[config.mk]
export PLATFORM = sky130hd
export DESIGN_NAME = pred16_gen
export DESIGN_NICKNAME = d
export VERILOG_FILES = /design/src/rtl/pred16_gen.sv
export SDC_FILE = /design/constraint.sdc
export NUM_CORES = 1
export LEC_CHECK = 0
export CAP_MARGIN = 40
export CORE_MARGIN = 2
export CORE_UTILIZATION = 45
export CTS_CLUSTER_DIAMETER = 80
export CTS_CLUSTER_SIZE = 28
export DETAILED_ROUTE_END_ITERATION = 6
export PLACE_DENSITY = 0.72
export RECOVER_POWER = 50
export SLEW_MARGIN = 10
export SYNTH_ARGS = -nofsm -noshare
export SYNTH_HDL_FRONTEND = slang
export SYNTH_SLANG_ARGS = --single-unit
export TNS_END_PERCENT = 50
[constraint.sdc]
create_clock -name clk -period 3.9 [get_ports clk]
set_clock_uncertainty 0.1 [all_clocks]
set_input_delay 0.975 -clock clk [delete_from_list [all_inputs] [get_ports clk]]
set_output_delay 0.975 -clock clk [all_outputs]
set_load 0.01 [all_outputs]
[src/rtl/pred16_gen.sv]
// pred16_gen: intra 16x16 vertical/horizontal/DC prediction generator.
// Define PRED16_DC_OUT_EN to expose dc_val, sum_top and sum_left.
module pred16_gen #(
  parameter int BW         = 8,
  parameter int DC_DEFAULT = 128
) (
  input  logic            clk,
  input  logic            reset,
  input  logic            enable,
  input  logic            start,
  input  logic            top_avail,
  input  logic            left_avail,
  input  logic            nb_valid,
  output logic            nb_ready,
  input  logic [BW-1:0]   nb_data,
  output logic            out_valid,
  input  logic            out_ready,
  output logic [3:0]      out_row,
  output logic            out_last,
  output logic [16*BW-1:0] vpred_row,
  output logic [16*BW-1:0] hpred_row,
  output logic [16*BW-1:0] dcpred_row,
  output logic [2:0]      mode_avail,
  output logic            busy,
  output logic            done
`ifdef PRED16_DC_OUT_EN
  ,
  output logic [BW-1:0]   dc_val,
  output logic [BW+3:0]   sum_top,
  output logic [BW+3:0]   sum_left
`endif
);

  typedef enum logic [1:0] {
    IDLE, LOAD, CALC, EMIT
  } state_t;

  localparam logic [BW-1:0] DEF = BW'(DC_DEFAULT);

  state_t          state, state_nx;
  logic [BW-1:0]   top_mem  [16];
  logic [BW-1:0]   left_mem [16];
  logic [BW+3:0]   sum_t, sum_l;
  logic [BW+5:0]   sum_all;
  logic [4:0]      cnt;
  logic [3:0]      row;
  logic [BW-1:0]   dc, dc_nx;
  logic            top_q, left_q, mode_q;
  logic            st_go, nb_fire, out_fire, last_fire;
  logic            emit;

  assign emit      = (state == EMIT);
  assign st_go     = enable & start & (state == IDLE);
  assign nb_fire   = enable & nb_valid & (state == LOAD);
  assign out_fire  = enable & out_ready & emit;
  assign last_fire = out_fire & (row == 4'd15);

  // Next-state selection; everything holds while enable is low.
  always_comb begin
    state_nx = state;
    unique case (state)
      IDLE: if (st_go) state_nx = LOAD;
      LOAD: if (nb_fire && cnt == 5'd31) state_nx = CALC;
      CALC: if (enable) state_nx = EMIT;
      EMIT: if (last_fire) state_nx = IDLE;
      default: state_nx = IDLE;
    endcase
  end

  // DC value from whichever edges were flagged available at start.
  always_comb begin
    sum_all = {2'b00, sum_t} + {2'b00, sum_l} + (BW+6)'(16);
    dc_nx   = DEF;
    unique case ({top_q, left_q})
      2'b11: dc_nx = BW'(sum_all >> 5);
      2'b10: dc_nx = BW'((sum_t + (BW+4)'(8)) >> 4);
      2'b01: dc_nx = BW'((sum_l + (BW+4)'(8)) >> 4);
      2'b00: dc_nx = DEF;
    endcase
  end

  // State register.
  always_ff @(posedge clk or negedge reset) begin
    if (!reset) state <= IDLE;
    else        state <= state_nx;
  end

  // Sample storage, sums, counters, DC and done pulse.
  always_ff @(posedge clk or negedge reset) begin
    if (!reset) begin
      for (int i = 0; i < 16; i++) begin
        top_mem[i]  <= '0;
        left_mem[i] <= '0;
      end
      sum_t  <= '0;
      sum_l  <= '0;
      cnt    <= '0;
      row    <= '0;
      dc     <= '0;
      top_q  <= 1'b0;
      left_q <= 1'b0;
      mode_q <= 1'b0;
      done   <= 1'b0;
    end else begin
      done <= last_fire;
      if (st_go) begin
        top_q  <= top_avail;
        left_q <= left_avail;
        mode_q <= 1'b1;
        sum_t  <= '0;
        sum_l  <= '0;
        cnt    <= '0;
      end
      if (nb_fire) begin
        cnt <= cnt + 5'd1;
        if (!cnt[4]) begin
          top_mem[cnt[3:0]] <= nb_data;
          sum_t <= sum_t + (BW+4)'(nb_data);
        end else begin
          left_mem[cnt[3:0]] <= nb_data;
          sum_l <= sum_l + (BW+4)'(nb_data);
        end
      end
      if (state == CALC && enable) begin
        dc  <= dc_nx;
        row <= '0;
      end
      if (out_fire) row <= row + 4'd1;
    end
  end

  assign nb_ready   = enable & (state == LOAD);
  assign out_valid  = enable & emit;
  assign out_row    = emit ? row : 4'd0;
  assign out_last   = emit & (row == 4'd15);
  assign busy       = (state != IDLE);
  assign mode_avail = {mode_q, left_q, top_q};

  for (genvar x = 0; x < 16; x++) begin : g_px
    assign vpred_row[x*BW +: BW] =
      !emit ? '0 : (top_q ? top_mem[x] : DEF);
    assign hpred_row[x*BW +: BW] =
      !emit ? '0 : (left_q ? left_mem[row] : DEF);
    assign dcpred_row[x*BW +: BW] = emit ? dc : '0;
  end

`ifdef PRED16_DC_OUT_EN
  assign dc_val   = dc;
  assign sum_top  = sum_t;
  assign sum_left = sum_l;
`endif

endmodule

==> results of run 1 <==
-- cell families (layout without fill, tap and decap cells) --
family                   count (synthesis)  in the layout  share of synthesized area [%]
adder cells (fa/ha/maj)                 54             54                           3.99
XOR/XNOR                                22             22                           1.11
AND/OR/NAND/NOR                        344            346                           10.9
multiplexers                           275            275                           21.1
buffers and inverters                  354            515                           13.3
flip-flops                             303            303                           43.8
AO/OA/AOI/OAI                          161            161                           5.83
other                                    0              1                              0
-- layer usage --
layer  vias up  share of wire, %
met5         -                 0
met4         0               3.5
met3        77               5.1
met2       399                50
met1      6219                41
li1       5409                 -
-- stage by stage --
stage	TNS, ns	std cells	utilization [%]	setup WS, ns
finish	-1.50	2188	54.2	-0.0646
global route	-9.49	2188	54.2	-0.128
CTS	-6.25	2187	55.3	-0.122
detailed placement	0	2152	53.9	0.122
global placement	0	2152	53.9	0.177
floorplan	0	1513	-	0.602
-- power by group through the flow --
stage / clock network (uW) / registers (uW) / logic, uW
after floorplan: 0 / 3620 / 2340
after detailed placement: 0 / 3750 / 3530
after global routing: 2240 / 3760 / 3830
after global placement: 0 / 3740 / 3470
after CTS: 2130 / 3700 / 3590
final: 2090 / 3720 / 3530
-- area by class of cell --
| type | instances | area, um^2 | share of cell area [%] |
|---|---|---|---|
| diodes | 1 | 2.50 | 0.0122 |
| clock buffers | 19 | 443 | 2.16 |
| clock inverters | 9 | 128 | 0.623 |
| inverters | 22 | 82.6 | 0.403 |
| multi-input cells | 858 | 7370 | 36.0 |
| flip-flops and latches | 303 | 7580 | 37.1 |
| well taps | 511 | 639 | 3.12 |
| repair buffers | 465 | 4220 | 20.6 |
-- what timing repair did --
item / 4_1_cts / 5_1_grt
buffers inserted: 3 / 1
pin swaps: 0 / 0
cloned: 4 / 0
endpoints found under the hold margin: 0 / 0
gates resized for setup: 245 / 128
setup endpoints to repair: 128 / 128
-- cells in the final DEF (no fill, tap or decap), types with 9 or more instances in the layout --
cell type,count
a21oi_1,15
and2_1,15
and3_1,116
buf_12,10
buf_2,20
buf_4,19
clkbuf_1,15
clkbuf_16,17
clkbuf_2,62
clkdlybuf4s15_1,22
clkdlybuf4s50_1,279
dfrtp_1,301
dlygate4sd2_1,22
ha_1,51
inv_1,21
mux2_2,233
mux4_1,10
mux4_2,30
nand2_1,72
nand3_1,65
nor2_1,28
nor2b_1,9
o21a_1,20
o21ai_0,75
xnor2_1,9
xor2_1,13
-- worst max-delay path by stage --
stage               startpoint             end  slack, ns  cells past startpoint
floorplan               row[1]  hpred_row[100]       0.60                      6
finish                  row[0]   hpred_row[67]      -0.06                      5
global route            row[0]   hpred_row[26]      -0.13                      6
global placement        row[0]   hpred_row[80]       0.18                      5
CTS                     row[0]   hpred_row[22]      -0.12                      6
detailed placement      row[0]   hpred_row[27]       0.12                      5
-- sequential cells by signal, indices dropped and copies added (netlist names) --
| register | count |
|---|---|
| cnt | 5 |
| dc | 8 |
| done | 1 |
| left_mem | 128 |
| left_q | 1 |
| mode_q | 1 |
| row | 4 |
| state | 2 |
| sum_l | 12 |
| sum_t | 12 |
| top_mem | 128 |
| top_q | 1 |
==> impl_metrics.json, run 1 <==
{
  "run_status": "complete, but fails checks",
  "failed_checks": "max-capacitance violations, max-slew violations, negative setup slack",
  "ratio_of_cells_with_drive_above_1_in_the_final_layout_pct": 25.9,
  "dominantRegCellSynth": "dfrtp_1",
  "place_area_um2": 20400,
  "final-hold-violation-count": 0,
  "finish.net_count": 1737,
  "path_clk_slew_ns": 0.10,
  "rr_worst_depth": 8,
  "min_period_ns": 3.96,
  "cp_slowest_cell": "mux4_1",
  "final.hold.worst_slack_ns": 0.367,
  "dpl.hpwl_um": 33700,
  "cp_cell_sequence": "buf_12, mux4_1, mux4_2, and3_4, dlygate4sd2_1",
  "criticalPathCategory": "register to output port",
  "insertion_delay_ns": 0.52,
  "startpoint_type": "register",
  "cts_buffers": 17,
  "detail_route.iter0.violations": 874,
  "use_met2_pct": 41.2,
  "power.share.clock_pct": 22.4,
  "wire_length_of_the_first_global_routing_pass_um": 72200,
  "worst_pin_slew_ns": 2.19,
  "route.vias.total": 12104,
  "maximum_capacitance_violations": 1,
  "postSynthAreaPerCell_um2": 11.4,
  "power_switching_share_pct": 36.0,
  "drv_slew": 87,
  "clockRootBuffer": "clkbuf_16",
  "synth-warning-count": 0,
  "drt.antenna.violating_nets": 0,
  "register_share_of_total_power_pct": 39.8,
  "power.leakage_uw": 0.0100,
  "place_congestion": 0.840,
  "worst-r2r-setup-slack_ns": 0.76,
  "synth.cell_area_um2": 17300,
  "start_util_pct": 45.8,
  "fmax_mhz": 252,
  "die_h_um": 200,
  "fp.coreArea_um2": 37800,
  "hold_path_class": "register to register",
  "p_switching_uw": 3360,
  "num-fill-cells": 3221,
  "ios": 412,
  "synthToLayoutAreaGrowth_pct": 18.4,
  "design.die.area_um2": 40000,
  "cts_stage_hold_buffer_count": 0,
  "synth_most_common_cell": "dfrtp_1",
  "timing.critical_path.buf_inv": 2,
  "synth_enable_flop_cells": 0,
  "library_cell_occupying_the_most_area_in_the_post_synthesis_netlist": "dfrtp_1",
  "post-route-period-util_pct": 102,
  "detailedRoute.firstPassIterationCount": 5,
  "mappedNetlistNets": 1583,
  "worstHoldEndpoint": "mode_q",
  "timing.critical_path.fanout_max": 12,
  "cts_max_level": 1,
  "drt-total-wl_um": 49100,
  "first_global_vias": 11746,
  "route.detailed.drc": 0,
  "vdd.ir_drop.worst_uv": 385,
  "wire_per_inst_um": 22.5,
  "grt_util_all_layers_pct": 23.9,
  "die_width_um": 200,
  "post_synth_most_frequent_cells": "dfrtp_1 (303), buf_4 (245), mux2_2 (233)",
  "place.port_buffers": 411,
  "synth_cells": 1513,
  "final_design_area_no_fill_um2": 20500,
  "synth-seq-cells": 303,
  "maxSlewHeadroom_pct": -46.1,
  "crit-reg2reg-capture": "dc[7]",
  "cp_top_family": "multiplexers",
  "use_met3_pct": 2.10,
  "postSynth.asyncResetShare_pct": 100,
  "total_power_uw": 9340,
  "critical_path_arrival_ns": 2.89,
  "timing.critical_path.required_ns": 2.82,
  "cell_row_count": 71,
  "grt_start_max_net_pins": 129,
  "groute.layer.met1.usage_pct": 31.7,
  "finalSetupViolCount": 40,
  "synth-seq-area-share_pct": 43.8,
  "clock_path_buffers": 3,
  "tritoncts_num_sinks": 303,
  "grt_busiest_layer": "met2",
  "tritoncts": "done",
  "grt_antenna_before_repair": 1,
  "holdCritStartpoint": "mode_q",
  "post-route-worst-setup-slack_ns": -0.0646,
  "power.internal_uw": 5980,
  "pwr_density_cell_nw_per_um2": 456,
  "rsz0062_at_grt": "true",
  "critical_path.max_stage_delay_ns": 0.60,
  "power.share.combinational_pct": 37.8,
  "synthTopCellsByArea": "dfrtp_1 (44%), mux2_2 (15%), buf_4 (11%)",
  "synthDominantCellAreaShare_pct": 43.8,
  "endpoint_kind": "output port",
  "ratio_of_routed_vias_to_standard_cells": 5.53,
  "worstHoldPathCells": 1,
  "worstReg2RegStart": "left_q",
  "distinct_cells_synth": 59,
  "overflow": 0
}
Note: power is estimated with default switching activity, not from simulation.
==> run 2, diff against run 1 <==
--- a/config.mk
+++ b/config.mk
@@ -11,9 +11,10 @@
 export CTS_CLUSTER_DIAMETER = 80
 export CTS_CLUSTER_SIZE = 28
 export DETAILED_ROUTE_END_ITERATION = 6
+export GPL_ROUTABILITY_DRIVEN = 0
 export PLACE_DENSITY = 0.72
 export RECOVER_POWER = 50
-export SLEW_MARGIN = 10
+export SLEW_MARGIN = 30
 export SYNTH_ARGS = -nofsm -noshare
 export SYNTH_HDL_FRONTEND = slang
 export SYNTH_SLANG_ARGS = --single-unit
==> results of run 2 <==
The final DEF is identical to that of run 1; final timing and power are the same.
==> RTL change 1 (flow settings as in run 1) <==
Encoding of `state_t`: now one-hot (4 bits for 4 states).
--- a/src/rtl/pred16_gen.sv
+++ b/src/rtl/pred16_gen.sv
@@ -31,8 +31,8 @@
 `endif
 );
 
-  typedef enum logic [1:0] {
-    IDLE, LOAD, CALC, EMIT
+  typedef enum logic [3:0] {
+    IDLE = 4'b0001, LOAD = 4'b0010, CALC = 4'b0100, EMIT = 4'b1000
   } state_t;
 
   localparam logic [BW-1:0] DEF = BW'(DC_DEFAULT);
Behaviour: no difference found for any inputs over 4 cycles, from zero or initial values and one cycle with reset low; so few cycles prove little.
==> RTL change 1 against run 1 <==
The run still ends with max-capacitance violations, max-slew violations, negative setup slack left; register-to-register slack worse by 0.13 ns; routed wire length is 3.6% lower; setup slack better by 0.033 ns; core utilization is 1.0 points lower; via count is 0.12% lower; global-route usage is 1.5 points lower; final area hardly changed; sequential cell count is 2 higher; worst hold slack better by 0.016 ns; synthesized area is 1.1% higher; highest routed layer unchanged.
Power is not compared: it rests on default switching activity, and its combinational part moved more than twofold at a synthesized area within 25%.
==> RTL change 1: results (changes against run 1) <==
clk buf depth=3 (unchanged); Reg2Reg Depth=7 (-1); largest cells by area after synthesis=dfrtp_1 44%, mux2_2 14%, buf_4 11%, mux4_2 5.2%, and3_1 4.9%; Arrival @ worst endpoint=2.86 ns (-0.03 ns); Iter 0 DRT Violations=980 (+12%); Pleak=roughly 10 nW; layout cells sized above 1=30.21% (+4.3 points); Hold WC Path Type=register to register; syn_nets=1586 (+0.19%); Power Dens Cells=~350 nW/um^2; FILL cells=3436 (+6.7%); H-tree depth=1 (unchanged); TNS Setup=-0.2432 ns (+1.255 ns); FF-to-FF End=left_mem[7]$_DFFE_PN0P_; Clock Latency Late Sink=0.51 ns; drt pass-1 iters=5 (unchanged); failing checks=max-capacitance violations, max-slew violations, negative setup slack; initial antenna violation count=3 (+2); warnings from Yosys=0 (unchanged); Final WS setup=-0.03144 ns (+0.03312 ns); WL/cell=21.39 um (-4.7%); DP Worst Slack=-0.1189 ns (-0.2410 ns); min-delay src=dc[3]$_DFFE_PN0P_; GRT Resource Usage Total=22.38% (-1.5 points); Max Slew Vio Count=86 (-1.1%); I/O Buffers=411 (unchanged); first-pass GRT wire length=71860 um (-0.53%); clock-pin slew on the worst setup and hold paths=0.10 ns (about the same); flop-to-flop setup slack=0.63 ns (-0.13 ns); Final nets=1751 (+0.81%); largest net degree at the start of global routing=115 (-11%); VDD IR-drop max=between 300 and 400 uV; Placer Congestion=0.8530 (+1.5%); Max-slew headroom=-51.77% (-5.7 points); worst hold slack=0.3836 ns (+0.01642 ns); Clock Tree Root=clkbuf_16; largest registers=left_mem (128), top_mem (128); vias=12089 (-0.12%); post-synth top area share=43.53% (-0.32 points); Synth Flop Type=dfrtp_1; Placement Cell Area=20400 um^2 (+0.18%); final setup vio count=9 (-78%); Post-synth top cells=304 x dfrtp_1, 245 x buf_4, 221 x mux2_2, 136 x and3_1; r2r startpoint=state[3]$_DFFE_PN0P_; worst hold path stage count=2 (+1); Synth cell types=67 (+14%); status=complete, but fails checks; asr flop ratio synth=100.0% (unchanged); Post-DP HPWL=31410 um (-6.8%); CP Max Fanout=6 (-6); max-cap check violation count=1 (unchanged); CTS Buf Count=16 (-1); Seq/Total Area, Yosys=43.68% (-0.16 points); WHS Endpoint=dc[3]$_DFFE_PN0P_
-- RTL change 1: final cells by class --
class	instances	area, um^2	area share, %
Inverter	30	112.6	0.5505
Antenna cell	1	2.502	0.01223
Clock buffer	21	460.4	2.251
Timing Repair Buffer	473	4103	20.06
Sequential cell	305	7639	37.34
Tap cell	518	648.1	3.168
Clock inverter	6	68.82	0.3364
Multi-Input combinational cell	860	7422	36.28
-- RTL change 1: cell families (layout without fill, tap and decap cells) --
group,after synthesis,in the layout,synth area share [%]
XOR/XNOR,25,25,1.253
other,0,1,0
adder cells (fa/ha/maj),49,49,3.594
AND/OR/NAND/NOR,341,347,11.95
AO/OA/AOI/OAI,159,159,5.570
flip-flops,305,305,43.68
buffers and inverters,362,530,13.43
multiplexers,280,280,20.53
-- RTL change 1: worst max path at each step --
stage                     slack [ns]          startpoint  cells after the start             end
final                          -0.03  row[0]$_DFFE_PN0P_                      7   hpred_row[60]
after global routing           -0.11  row[0]$_DFFE_PN0P_                      7   hpred_row[77]
after CTS                      -0.16  row[0]$_DFFE_PN0P_                      6   hpred_row[60]
after detailed placement       -0.12  row[0]$_DFFE_PN0P_                      5    hpred_row[6]
after global placement         -0.04  row[0]$_DFFE_PN0P_                      5   hpred_row[46]
after floorplan                 0.54  row[1]$_DFFE_PN0P_                      6  hpred_row[104]
-- RTL change 1: routing by layer --
layer  track usage [%]  vias up  part of all wire [%]
li1                  -     5473                     -
met1             29.13     6097                    42
met2             36.95      458                    46
met3             6.218       61                   9.0
met4             5.714        0                   2.7
met5                 0        -                     0
-- RTL change 1: metrics by stage --
| step | util (%) | instances |
|---|---|---|
| 2_1_floorplan | - | 1521 |
| 4_1_cts | 54.32 | 2198 |
| 3_3_place_gp | 53.01 | 2158 |
| 6_report | 53.18 | 2214 |
| 3_5_place_dp | 53.03 | 2159 |
| 5_1_grt | 53.18 | 2214 |
-- RTL change 1: critical path, stage by stage (launching register included) --
cell and delay (ns):
dfrtp_2 0.50, buf_6 0.16, buf_12 0.13, mux4_2 0.48, mux4_2 0.56, and3_4 0.27, buf_6 0.14, buf_6 0.11
-- RTL change 1: power breakdown --
part / internal, mW / total (mW) / leakage (nW) / switching, mW
logic: 0.637 / 1.64 / 5.56 / 1.01
registers: 3.39 / 3.57 / 4.22 / 0.188
clock network: 0.879 / 1.97 / 0.256 / 1.10
-- RTL change 1: what timing repair did --
item | 4_1_cts | 5_1_grt
cloned | 1 | 6
pin swaps | 6 | 6
endpoints found under the setup margin | 335 | 177
setup buffers | 11 | 9
resized for setup | 262 | 211
hold buffers | 0 | 0
==> RTL change 2 (flow settings as in run 1) <==
Made on the original files. Change the parameter `BW` from 8 to 10.
--- a/src/rtl/pred16_gen.sv
+++ b/src/rtl/pred16_gen.sv
@@ -1,7 +1,7 @@
 // pred16_gen: intra 16x16 vertical/horizontal/DC prediction generator.
 // Define PRED16_DC_OUT_EN to expose dc_val, sum_top and sum_left.
 module pred16_gen #(
-  parameter int BW         = 8,
+  parameter int BW         = 10,
   parameter int DC_DEFAULT = 128
 ) (
   input  logic            clk,
Ports: changed (resized dcpred_row, hpred_row, nb_data and vpred_row); port bits go from 412 to 510. The function was not compared with the original's and may differ.
==> RTL change 2 against run 1 <==
The flow still finishes with violations (max-capacitance violations, max-slew violations, negative setup slack); routed wire length rose by 19%; cell count rose by 20%; power rose by 25%; sequential cell count rose by 70; die area rose by 22%; final area rose by 25%; setup slack got worse by 0.0080 ns; largest cell class unchanged; clock power rose by 18%; synthesized area rose by 23%.
==> RTL change 2: results (changes against run 1) <==
via/cell ratio=5.526 (-0.10%); largest net degree at the start of global routing=114 (-12%); Pleak=12.70 nW (+27%); VDD IR-drop max=295.8 uV (-23%); final setup vio count=45 (+13%); grt met3 use=5.829% (+3.7 points); slowest CP cell=mux4_2; failing checks=max-capacitance violations, max-slew violations, negative setup slack; CP max stage delay=0.56 ns (-0.04 ns); Hold WC Path Type=register to register; Post-DP HPWL=38750 um (+15%); status=complete, but fails checks; Clock Latency Late Sink=0.54 ns (+0.02 ns); CP Max Fanout=8 (-4); FILL cells=3915 (+22%); Placement Cell Area=24830 um^2 (+22%); met2 Usage GRT=38.45% (-2.8 points); met1 wire length=24680 um (+21%); Iter 0 DRT Violations=888 (+1.6%); Seq/Total Area, Yosys=43.99% (+0.15 points); met2 routed WL=28160 um (+15%); Arrival @ worst endpoint=2.90 ns (about the same); Post-synth top cells=373 x dfrtp_1, 309 x buf_4, 309 x mux2_2, 162 x and3_1, 87 x clkbuf_1; TNS Setup=-1.558 ns (-0.05937 ns); Final nets=2089 (+20%); CP Capture Point=hpred_row[88]; largest cells by area after synthesis=dfrtp_1 44%, mux2_2 16%, buf_4 11%, mux4_2 5.3%, and3_1 4.8%; GR Layer Usage met1=30.27% (-1.5 points); Final Non-Filler Cells=2626 (+20%); Placer Congestion=0.8610 (+2.5%); Reg2Reg Depth=10 (+2); ANT cells=0 (-1); vias in the first global route=14686 (+25%); syn_nets=1880 (+19%); max-cap check violation count=1 (unchanged); CTS Buf Count=20 (+3); Power Dens Cells=453.5 nW/um^2 (-0.58%); largest registers=left_mem (160), top_mem (160); routed wl met3=4389 um (+77%); Post-Syn Instances=1800 (+19%); Synth cell types=69 (+17%); flop-to-flop setup slack=0.55 ns (-0.21 ns); Max Slew Vio Count=57 (-34%); Final WS setup=-0.07258 ns (-0.008026 ns); first-pass GRT wire length=89670 um (+24%); DP Worst Slack=0.002962 ns (-0.1191 ns)
RTL change 2: cell count changes after synthesis, moves of 14 or more:
| cell | before | now |
|---|---|---|
| mux2_2 | 233 | 309 |
| dfrtp_1 | 303 | 373 |
| buf_4 | 245 | 309 |
| and3_1 | 121 | 162 |
| mux4_2 | 14 | 50 |
| mux4_1 | 26 | 0 |
| nand2_1 | 72 | 50 |
| o21ai_0 | 75 | 55 |
| nand3_1 | 56 | 40 |
| clkbuf_1 | 73 | 87 |
| mux2_1 | 0 | 14 |
RTL change 2: worst reg2reg max path, delay by kind of cell (launching register included):
kind / cells / cell delay (ns)
buf+inv: 2 / 0.56
compound gates: 4 / 0.89
fa+ha+maj: 1 / 0.23
xor+xnor: 1 / 0.18
flops: 1 / 0.98
simple gates: 2 / 0.31
RTL change 2: worst min path at each step:
stage,end,cells after the start,slack [ns],from
4_1_cts,top_mem[26]$_DFFE_PN0P_,1,0.26,reset
2_1_floorplan,mode_q$_DFFE_PN0P_,1,0.34,mode_q$_DFFE_PN0P_
5_1_grt,left_mem[84]$_DFFE_PN0P_,1,0.42,left_mem[84]$_DFFE_PN0P_
6_report,dc[6]$_DFFE_PN0P_,2,0.39,dc[6]$_DFFE_PN0P_
3_3_place_gp,mode_q$_DFFE_PN0P_,1,0.35,mode_q$_DFFE_PN0P_
3_5_place_dp,dc[6]$_DFFE_PN0P_,2,0.37,dc[6]$_DFFE_PN0P_
RTL change 2: layout make-up:
type / count / area share, %
clock buffers: 23 / 2.117
clock inverters: 9 / 0.4781
inverters: 27 / 0.3952
multi-input cells: 993 / 35.41
flip-flops and latches: 373 / 36.40
well taps: 607 / 2.961
repair buffers: 594 / 22.24
RTL change 2: what timing repair did:
item,in CTS,in global routing
pin swaps,0,6
endpoints found under the setup margin,160,296
gates resized for setup,526,155
setup buffers,25,11
cloned,5,3
hold buffers,0,0
RTL change 2: cell families after synthesis:
| logic type | Yosys count | synth area share [%] |
|---|---|---|
| buffers and inverters | 439 | 13.43 |
| multiplexers | 379 | 22.73 |
| flip-flops | 373 | 43.99 |
| AND/OR/NAND/NOR | 358 | 9.943 |
| AO/OA/AOI/OAI | 160 | 4.972 |
| adder cells (fa/ha/maj) | 62 | 3.727 |
| XOR/XNOR | 29 | 1.197 |
RTL change 2: power breakdown:
group          internal (mW)  switching (mW)
clock network           1.07            1.41
registers               4.22           0.353
logic                   2.19            2.40
RTL change 2: through the flow:
step           total power [mW]  hold slack, ns
6_report                  11.63          0.3858
5_1_grt                   12.25          0.4164
4_1_cts                   11.60          0.2593
3_5_place_dp              8.935          0.3663
3_3_place_gp              8.846          0.3548
2_1_floorplan             7.377          0.3359
